**config.mk**
```make
export PLATFORM = sky130hd
export DESIGN_NAME = rowfdct_flat
export DESIGN_NICKNAME = d
export VERILOG_FILES = /design/src/rtl/rowfdct_if.sv /design/src/rtl/rowfdct.sv /design/src/flat_wrapper.sv
export SDC_FILE = /design/constraint.sdc
export NUM_CORES = 2
export LEC_CHECK = 0
export CELL_PAD_IN_SITES_DETAIL_PLACEMENT = 1
export CELL_PAD_IN_SITES_GLOBAL_PLACEMENT = 2
export CORE_MARGIN = 2
export CORE_UTILIZATION = 39
export CTS_BUF_LIST = sky130_fd_sc_hd__clkbuf_8 sky130_fd_sc_hd__clkbuf_16
export DETAILED_ROUTE_END_ITERATION = 7
export GPL_ROUTABILITY_DRIVEN = 0
export GPL_TIMING_DRIVEN = 0
export PLACE_DENSITY_LB_ADDON = 0.1
export SLEW_MARGIN = 10
export SYNTH_ARGS = -nofsm -noshare
export SYNTH_HDL_FRONTEND = slang
export SYNTH_SLANG_ARGS = --single-unit
```
**constraint.sdc**
```tcl
create_clock -name clk -period 16.7 [get_ports clk]
set_input_delay 3.34 -clock clk [delete_from_list [all_inputs] [get_ports clk]]
set_output_delay 3.34 -clock clk [all_outputs]
set_load 0.02 [all_outputs]
```
**src/rtl/rowfdct_if.sv**
```systemverilog
// Row DCT stream bundle: input row handshake (in_valid/in_ready, x0..x7)
// and result row handshake (out_valid/out_ready, y0..y7, out_row, out_last).
interface rowfdct_if #(
    parameter int IN_W  = 16,
    parameter int OUT_W = 32
);
    logic                    in_valid;
    logic                    in_ready;
    logic signed [IN_W-1:0]  x0, x1, x2, x3, x4, x5, x6, x7;
    logic                    out_valid;
    logic                    out_ready;
    logic signed [OUT_W-1:0] y0, y1, y2, y3, y4, y5, y6, y7;
    logic [2:0]              out_row;
    logic                    out_last;

    modport master (
        output in_valid, x0, x1, x2, x3, x4, x5, x6, x7,
        input  in_ready,
        input  out_valid, y0, y1, y2, y3, y4, y5, y6, y7,
        input  out_row, out_last,
        output out_ready
    );

    modport slave (
        input  in_valid, x0, x1, x2, x3, x4, x5, x6, x7,
        output in_ready,
        output out_valid, y0, y1, y2, y3, y4, y5, y6, y7,
        output out_row, out_last,
        input  out_ready
    );
endinterface

```
**src/rtl/rowfdct.sv**
```systemverilog
// Forward 8-point row DCT, 3-stage pipeline: butterfly, shift-add products,
// accumulate + round. Ports: clk, reset (sync, active-high), bus (slave).
module rowfdct #(
    parameter int IN_W  = 16,
    parameter int OUT_W = 32,
    parameter int SHIFT = 8
) (
    input  logic     clk,
    input  logic     reset,
    rowfdct_if.slave bus
);
    typedef logic signed [31:0] w_t;

    localparam w_t HALF = 32'sd1 <<< (SHIFT - 1);

    // Constant multipliers, c1..c7 of the 2^11-scaled cosine table.
    function automatic w_t mul_c1(w_t v);
        return (v <<< 11) + (v <<< 9) + (v <<< 8)
             + (v <<< 4) + (v <<< 3) + v;
    endfunction

    function automatic w_t mul_c2(w_t v);
        return (v <<< 11) + (v <<< 9) + (v <<< 6)
             + (v <<< 5) + (v <<< 4) + (v <<< 2);
    endfunction

    function automatic w_t mul_c3(w_t v);
        return (v <<< 11) + (v <<< 8) + (v <<< 6)
             + (v <<< 5) + (v <<< 3);
    endfunction

    function automatic w_t mul_c4(w_t v);
        return v <<< 11;
    endfunction

    function automatic w_t mul_c5(w_t v);
        return (v <<< 10) + (v <<< 9) + (v <<< 6)
             + (v <<< 3) + v;
    endfunction

    function automatic w_t mul_c6(w_t v);
        return (v <<< 10) + (v <<< 6) + (v <<< 4)
             + (v <<< 2);
    endfunction

    function automatic w_t mul_c7(w_t v);
        return (v <<< 9) + (v <<< 5) + (v <<< 4)
             + (v <<< 2) + v;
    endfunction

    // Floor of (acc + half) >> SHIFT, then fit to OUT_W.
    function automatic logic signed [OUT_W-1:0] rnd(w_t a);
        w_t t;
        t = (a + HALF) >>> SHIFT;
        return OUT_W'(t);
    endfunction

    // Pipeline control
    logic       en;
    logic       v1, v2, v3;
    logic [2:0] in_row, r1, r2;

    assign en           = !v3 || bus.out_ready;
    assign bus.in_ready = en;

    // Input row, sign-extended to the internal width
    w_t xa [8];

    assign xa[0] = 32'(bus.x0);
    assign xa[1] = 32'(bus.x1);
    assign xa[2] = 32'(bus.x2);
    assign xa[3] = 32'(bus.x3);
    assign xa[4] = 32'(bus.x4);
    assign xa[5] = 32'(bus.x5);
    assign xa[6] = 32'(bus.x6);
    assign xa[7] = 32'(bus.x7);

    // Stage 1: butterfly
    w_t s [4];
    w_t d [4];

    // Stage 2: products. Even half works on s, odd half on d.
    w_t p_dc, p_y4;
    w_t p_c2a, p_c6a, p_c2b, p_c6b;
    w_t p1 [4];
    w_t p3 [4];
    w_t p5 [4];
    w_t p7 [4];

    // Stage 3: results
    logic signed [OUT_W-1:0] y [8];
    logic [2:0]              row_q;
    logic                    last_q;

    always_ff @(posedge clk) begin
        if (reset) begin
            v1     <= 1'b0;
            v2     <= 1'b0;
            v3     <= 1'b0;
            in_row <= 3'd0;
            r1     <= 3'd0;
            r2     <= 3'd0;
            row_q  <= 3'd0;
            last_q <= 1'b0;
        end else if (en) begin
            v1 <= bus.in_valid;
            v2 <= v1;
            v3 <= v2;
            if (bus.in_valid) begin
                in_row <= in_row + 3'd1;
                r1     <= in_row;
            end
            if (v1) begin
                r2 <= r1;
            end
            if (v2) begin
                row_q  <= r2;
                last_q <= (r2 == 3'd7);
            end
        end
    end

    // Data registers only load on real rows, so idle X on x* never
    // reaches stored state.
    always_ff @(posedge clk) begin
        if (en && bus.in_valid) begin
            for (int n = 0; n < 4; n++) begin
                s[n] <= xa[n] + xa[7-n];
                d[n] <= xa[n] - xa[7-n];
            end
        end
    end

    always_ff @(posedge clk) begin
        if (en && v1) begin
            p_dc  <= mul_c4(s[0] + s[1] + s[2] + s[3]);
            p_y4  <= mul_c4(s[0] - s[1] - s[2] + s[3]);
            p_c2a <= mul_c2(s[0] - s[3]);
            p_c6a <= mul_c6(s[0] - s[3]);
            p_c2b <= mul_c2(s[1] - s[2]);
            p_c6b <= mul_c6(s[1] - s[2]);
            for (int n = 0; n < 4; n++) begin
                p1[n] <= mul_c1(d[n]);
                p3[n] <= mul_c3(d[n]);
                p5[n] <= mul_c5(d[n]);
                p7[n] <= mul_c7(d[n]);
            end
        end
    end

    always_ff @(posedge clk) begin
        if (reset) begin
            for (int k = 0; k < 8; k++) begin
                y[k] <= '0;
            end
        end else if (en && v2) begin
            y[0] <= rnd(p_dc);
            y[1] <= rnd(p1[0] + p3[1] + p5[2] + p7[3]);
            y[2] <= rnd(p_c2a + p_c6b);
            y[3] <= rnd(p3[0] - p7[1] - p1[2] - p5[3]);
            y[4] <= rnd(p_y4);
            y[5] <= rnd(p5[0] - p1[1] + p7[2] + p3[3]);
            y[6] <= rnd(p_c6a - p_c2b);
            y[7] <= rnd(p7[0] - p5[1] + p3[2] - p1[3]);
        end
    end

    assign bus.out_valid = v3;
    assign bus.out_row   = row_q;
    assign bus.out_last  = last_q;
    assign bus.y0        = y[0];
    assign bus.y1        = y[1];
    assign bus.y2        = y[2];
    assign bus.y3        = y[3];
    assign bus.y4        = y[4];
    assign bus.y5        = y[5];
    assign bus.y6        = y[6];
    assign bus.y7        = y[7];
endmodule

```
**src/flat_wrapper.sv**
```systemverilog
// flat-port wrapper written by rule: the top's interface ports become plain ports
module rowfdct_flat 
#(
    parameter int IN_W  = 16,
    parameter int OUT_W = 32,
    parameter int SHIFT = 8
)
  (clk, reset, bus_in_valid, bus_x0, bus_x1, bus_x2, bus_x3, bus_x4, bus_x5, bus_x6, bus_x7, bus_in_ready, bus_out_valid, bus_y0, bus_y1, bus_y2, bus_y3, bus_y4, bus_y5, bus_y6, bus_y7, bus_out_row, bus_out_last, bus_out_ready);
  rowfdct_if #(.IN_W(IN_W), .OUT_W(OUT_W)) bus_i ();
  input  logic clk;
  input  logic reset;
  input wire logic [$bits(bus_i.in_valid)-1:0] bus_in_valid;
  input wire logic [$bits(bus_i.x0)-1:0] bus_x0;
  input wire logic [$bits(bus_i.x1)-1:0] bus_x1;
  input wire logic [$bits(bus_i.x2)-1:0] bus_x2;
  input wire logic [$bits(bus_i.x3)-1:0] bus_x3;
  input wire logic [$bits(bus_i.x4)-1:0] bus_x4;
  input wire logic [$bits(bus_i.x5)-1:0] bus_x5;
  input wire logic [$bits(bus_i.x6)-1:0] bus_x6;
  input wire logic [$bits(bus_i.x7)-1:0] bus_x7;
  output wire logic [$bits(bus_i.in_ready)-1:0] bus_in_ready;
  output wire logic [$bits(bus_i.out_valid)-1:0] bus_out_valid;
  output wire logic [$bits(bus_i.y0)-1:0] bus_y0;
  output wire logic [$bits(bus_i.y1)-1:0] bus_y1;
  output wire logic [$bits(bus_i.y2)-1:0] bus_y2;
  output wire logic [$bits(bus_i.y3)-1:0] bus_y3;
  output wire logic [$bits(bus_i.y4)-1:0] bus_y4;
  output wire logic [$bits(bus_i.y5)-1:0] bus_y5;
  output wire logic [$bits(bus_i.y6)-1:0] bus_y6;
  output wire logic [$bits(bus_i.y7)-1:0] bus_y7;
  output wire logic [$bits(bus_i.out_row)-1:0] bus_out_row;
  output wire logic [$bits(bus_i.out_last)-1:0] bus_out_last;
  input wire logic [$bits(bus_i.out_ready)-1:0] bus_out_ready;
  assign bus_i.in_valid = bus_in_valid;
  assign bus_i.x0 = bus_x0;
  assign bus_i.x1 = bus_x1;
  assign bus_i.x2 = bus_x2;
  assign bus_i.x3 = bus_x3;
  assign bus_i.x4 = bus_x4;
  assign bus_i.x5 = bus_x5;
  assign bus_i.x6 = bus_x6;
  assign bus_i.x7 = bus_x7;
  assign bus_in_ready = bus_i.in_ready;
  assign bus_out_valid = bus_i.out_valid;
  assign bus_y0 = bus_i.y0;
  assign bus_y1 = bus_i.y1;
  assign bus_y2 = bus_i.y2;
  assign bus_y3 = bus_i.y3;
  assign bus_y4 = bus_i.y4;
  assign bus_y5 = bus_i.y5;
  assign bus_y6 = bus_i.y6;
  assign bus_y7 = bus_i.y7;
  assign bus_out_row = bus_i.out_row;
  assign bus_out_last = bus_i.out_last;
  assign bus_i.out_ready = bus_out_ready;
  rowfdct #(.IN_W(IN_W), .OUT_W(OUT_W), .SHIFT(SHIFT)) u_core (.clk(clk), .reset(reset), .bus(bus_i));
endmodule
```
==> reports/results.env <==
DPL.HPWL_UM=296900
R2R-END='u_core.p_c2a[31]'
FINAL_NETS=12744
NUMCTSBUFFERS=132
DATA_ARRIVAL_AT_THE_ENDPOINT_OF_THE_CRITICAL_PATH_NS=9.43
HTREE_LEVELS=4
UTILIZATION=0.4554
CRIT_REQUIRED_NS=17.25
RRSETUPSLACK_NS=7.82
HOLDPATHSTAGES=2
GRT_REMAINING_OVERFLOW=0
TIMING.FINAL.SETUP_VIOLATIONS=0
SYNTH_ASYNC_SR_FLOP_SHARE=0
TIMING.CRITICAL_PATH.FROM='u_core.s[0][0]'
PERIOD_SHARE=0.5317
CORE_AREA_UM2=259900
GLOBAL_ROUTE.PEAK_USAGE_LAYER='met2'
CRIT-REG2REG-LAUNCH='u_core.s[0][0]'
MIN_TO='u_core.bus.out_last'
INITIAL_UTILIZATION=0.3929
USE_MET1=0.3970
SETUP_TNS_NS=0
DETAIL-ROUTE-ANTENNA-NETS=0
WIRELENGTH_UM=347600
FINAL-HOLD-VIOLATION-COUNT=0
FIRST_PASS_ITERATION_COUNT_OF_THE_DETAILED_ROUTER=5
POSTCTSSETUPREPAIRBUFS=0
VIA_COUNT_OF_THE_FIRST_GLOBAL_ROUTING_PASS=78667
PLACEMENTROWS=187
PORT_BUFFERS=387
HOLD_PATH.STARTPOINT='u_core.bus.out_last'
MAX_CAP_VIOLATIONS=0
WIRE_LENGTH_OF_THE_FIRST_GLOBAL_ROUTING_PASS_UM=516200
SKEW_NS=0.03668
FINALCRITICALPERIOD_NS=8.880
TRITONCTS='yes'
STATUS='finished, final reports clean'
HOLD-WORST-SLACK_NS=0.4433
NUMBER_OF_ANTENNA_VIOLATIONS_AT_THE_FIRST_CHECK_IN_GLOBAL_ROUTING=46
UNREPAIRED_SETUP_ENDPOINTS_AFTER_GLOBAL_ROUTING='no'
ROUTED_VIA_DENSITY=5.322
CLK-INSERTION-DELAY-LATE_NS=0.82
CTS_SINKS=930
MAX_SLEW_MARGIN=0.04834
WORSTPATHBUFFERINVERTERCOUNT=4
CP_TOP_FAMILY='compound AO/OA/AOI/OAI gates'
CTSHOLDBUFFERS=0
WORSTPATHMAXFANOUT=11
DETAILROUTE.VIA_COUNT=72979
SYNTH_EDF_COUNT=914
AREA_OVERHEAD_VS_SYNTH_PCT=15.90
DRC=0
PORTION_OF_THE_POST_SYNTHESIS_AREA_USED_BY_SEQUENTIAL_ELEMENTS=0.2719
START_KIND='register'
YOSYS_WARNINGS=0
YOSYS_REGISTER_BITS=930
WORST_PATH_MAX_DELAY_CELL='edfxtp_1'
POST_DRT_WL_PER_CELL_UM=25.35
DIEHEIGHT_UM=515.8
MAX_CLOCK_FREQ_MHz=112.6
POSTSYNTHCELLCOUNT=9418
IO-PIN-COUNT=394
SYNTHESIS.AREA_PER_INSTANCE_UM2=10.84
SETUP.WORST_PATH.END_CLASS='register'
PLACED_CELLS=13465
STDCELL_COUNT=13713
KIND_OF_PATH_BEHIND_THE_TIGHTEST_HOLD_CHECK='reg2reg'
CLOCKBUFFERDEPTH=3
FIRST_ITER_VIOLATIONS=4676
WORST_R2R_PATH_DEPTH=27
FRACTION_OF_FINAL_LAYOUT_CELLS_SIZED_BEYOND_DRIVE_STRENGTH_1=0.05576
CLK_ROOT_BUFFER_CELL='clkbuf_16'
CLKSLEWWORSTSETUPHOLDPATHS_NS=0.06
COUNT_OF_FILLER_CELLS_INSERTED_IN_THE_LAYOUT=28058
COUNT_OF_CELL_TYPES_IN_THE_NETLIST=100
TIMING_MAX_TRANSITION_VIOLATIONS_FINAL=0
GRT_USE_TOTAL=0.2642
WORST_PIN_SLEW_NS=1.417
POST_SYNTH_INSTANCE_AREA_UM2=102100
CRITICAL_PATH.MAX_STAGE_DELAY_NS=0.81
GRTUSAGEMET3=0.03450
CTS_RESIZED=0
DIE_W_UM=515.8
TOTAL_DIE_AREA_UM2=266000
CRIT_TYPE='reg2reg'
GLOBAL_ROUTE.USAGE.MET2=0.4040
PIN_COUNT_OF_THE_BIGGEST_NET_ENTERING_GLOBAL_ROUTING=116
POSTSYNTH.TOPFLOPCELL='edfxtp_1'
-- cell type report --
type	count	area (um^2)	area share
Multi-Input combinational cell	6970	68550	0.5791
Sequential cell	930	27770	0.2346
Timing Repair Buffer	536	7091	0.05990
Inverter	1352	5097	0.04306
Tap cell	3496	4374	0.03695
Clock buffer	142	3531	0.02983
Buffer	184	984.7	0.008318
Clock inverter	91	955.9	0.008075
Antenna cell	12	30.03	0.0002537
-- tightest hold or removal path, cell delays in order (launching register included) --
cell     delay, ns
dfxtp_1       0.31
nand2_1       0.05
nand2_1       0.04
-- synthesized netlist by cell type, types with 13 or more instances --
cell type,number,area (um^2)
ha_1,1341,16780
inv_1,1335,5011
fa_1,1165,23320
edfxtp_1,914,27450
xnor2_1,683,5982
a21oi_1,620,3103
nor2_1,546,2049
nand2_1,312,1171
o21ai_0,301,1506
xor2_1,279,2444
a21o_1,209,1569
nor3_1,157,785.8
o21bai_1,107,803.3
nor2b_1,103,644.4
clkbuf_1,95,356.6
o21a_1,93,698.2
and3_1,87,544.3
nand3_1,82,410.4
buf_4,73,548.0
nand2b_1,73,456.7
and2_1,71,444.2
or3_1,68,425.4
o21ai_1,59,295.3
a31oi_1,50,312.8
a211oi_1,43,322.8
or2_2,41,256.5
o211ai_1,37,277.8
nor4_1,28,175.2
nand4_1,26,162.7
a31o_2,25,219.0
o31ai_1,24,180.2
nor3b_1,22,165.2
mux2i_1,20,200.2
a21boi_0,19,142.6
dfxtp_1,16,320.3
a41oi_1,15,131.4
o41ai_1,15,131.4
a2111oi_0,14,122.6
maj3_1,13,130.1
-- layout by cell type, fill, tap and decap left out, types with 71 or more instances in the layout --
cell type | Yosys | routed
nand2b_1 | 73 | 73
nor2b_1 | 103 | 103
inv_1 | 1335 | 1352
clkdlybuf4s50_1 | 0 | 387
buf_16 | 0 | 77
xnor2_1 | 683 | 669
ha_1 | 1341 | 1341
nand3_1 | 82 | 82
edfxtp_1 | 914 | 914
buf_4 | 73 | 74
nor2_1 | 546 | 545
o21a_1 | 93 | 93
fa_1 | 1165 | 1165
o21bai_1 | 107 | 107
clkbuf_1 | 95 | 88
a21o_1 | 209 | 209
a21oi_1 | 620 | 620
xor2_1 | 279 | 275
and2_1 | 71 | 71
nor3_1 | 157 | 157
o21ai_0 | 301 | 301
clkbuf_16 | 0 | 142
and3_1 | 87 | 87
nand2_1 | 312 | 312
-- sequential cells by signal, summed over array words and instances, names as in the netlist, 27 cells and up --
register	count
u_core.y	186
u_core.p5	113
u_core.p1	112
u_core.p7	108
u_core.p3	107
u_core.s	68
u_core.d	64
u_core.p_c6a	30
u_core.p_c6b	30
u_core.p_c2a	27
u_core.p_c2b	27
-- logic make-up after synthesis --
logic type      count (synthesis)  synth area share
fa+ha+maj                    2519            0.3939
xor+xnor                      967           0.08335
other cells                     1        0.00003672
compound gates               1792            0.1115
flops                         930            0.2719
buf+inv                      1536           0.05918
mux                            21          0.002070
simple gates                 1652           0.07814
-- per-stage QoR --
stage	area [um^2]	setup WS, ns
after floorplan	102200	0.5051
after global placement	110500	-6.357
after detailed placement	113800	7.864
after CTS	118300	7.834
after global routing	118400	7.270
final	118400	7.820
-- layer usage --
metal  vias to the layer above  wire length, um
met5                         -               22
met4                         4             7300
met3                       320            18950
met2                      1566           151400
met1                     37679           169900
li1                      33410                -
-- worst max path at each step --
stage,slack [ns],end,cells past startpoint
floorplan,0.51,u_core.p1[0][10],4
global placement,-6.36,u_core.p3[1][17],5
detailed placement,7.86,u_core.p_c2a[28],27
CTS,7.83,u_core.p_c2a[28],27
global route,7.27,u_core.p_c2a[28],27
finish,7.82,u_core.p_c2a[31],27
Power is left out: the tool's default activity adds up to more than one toggle a clock period on the data nets, which glitch-free logic cannot reach.
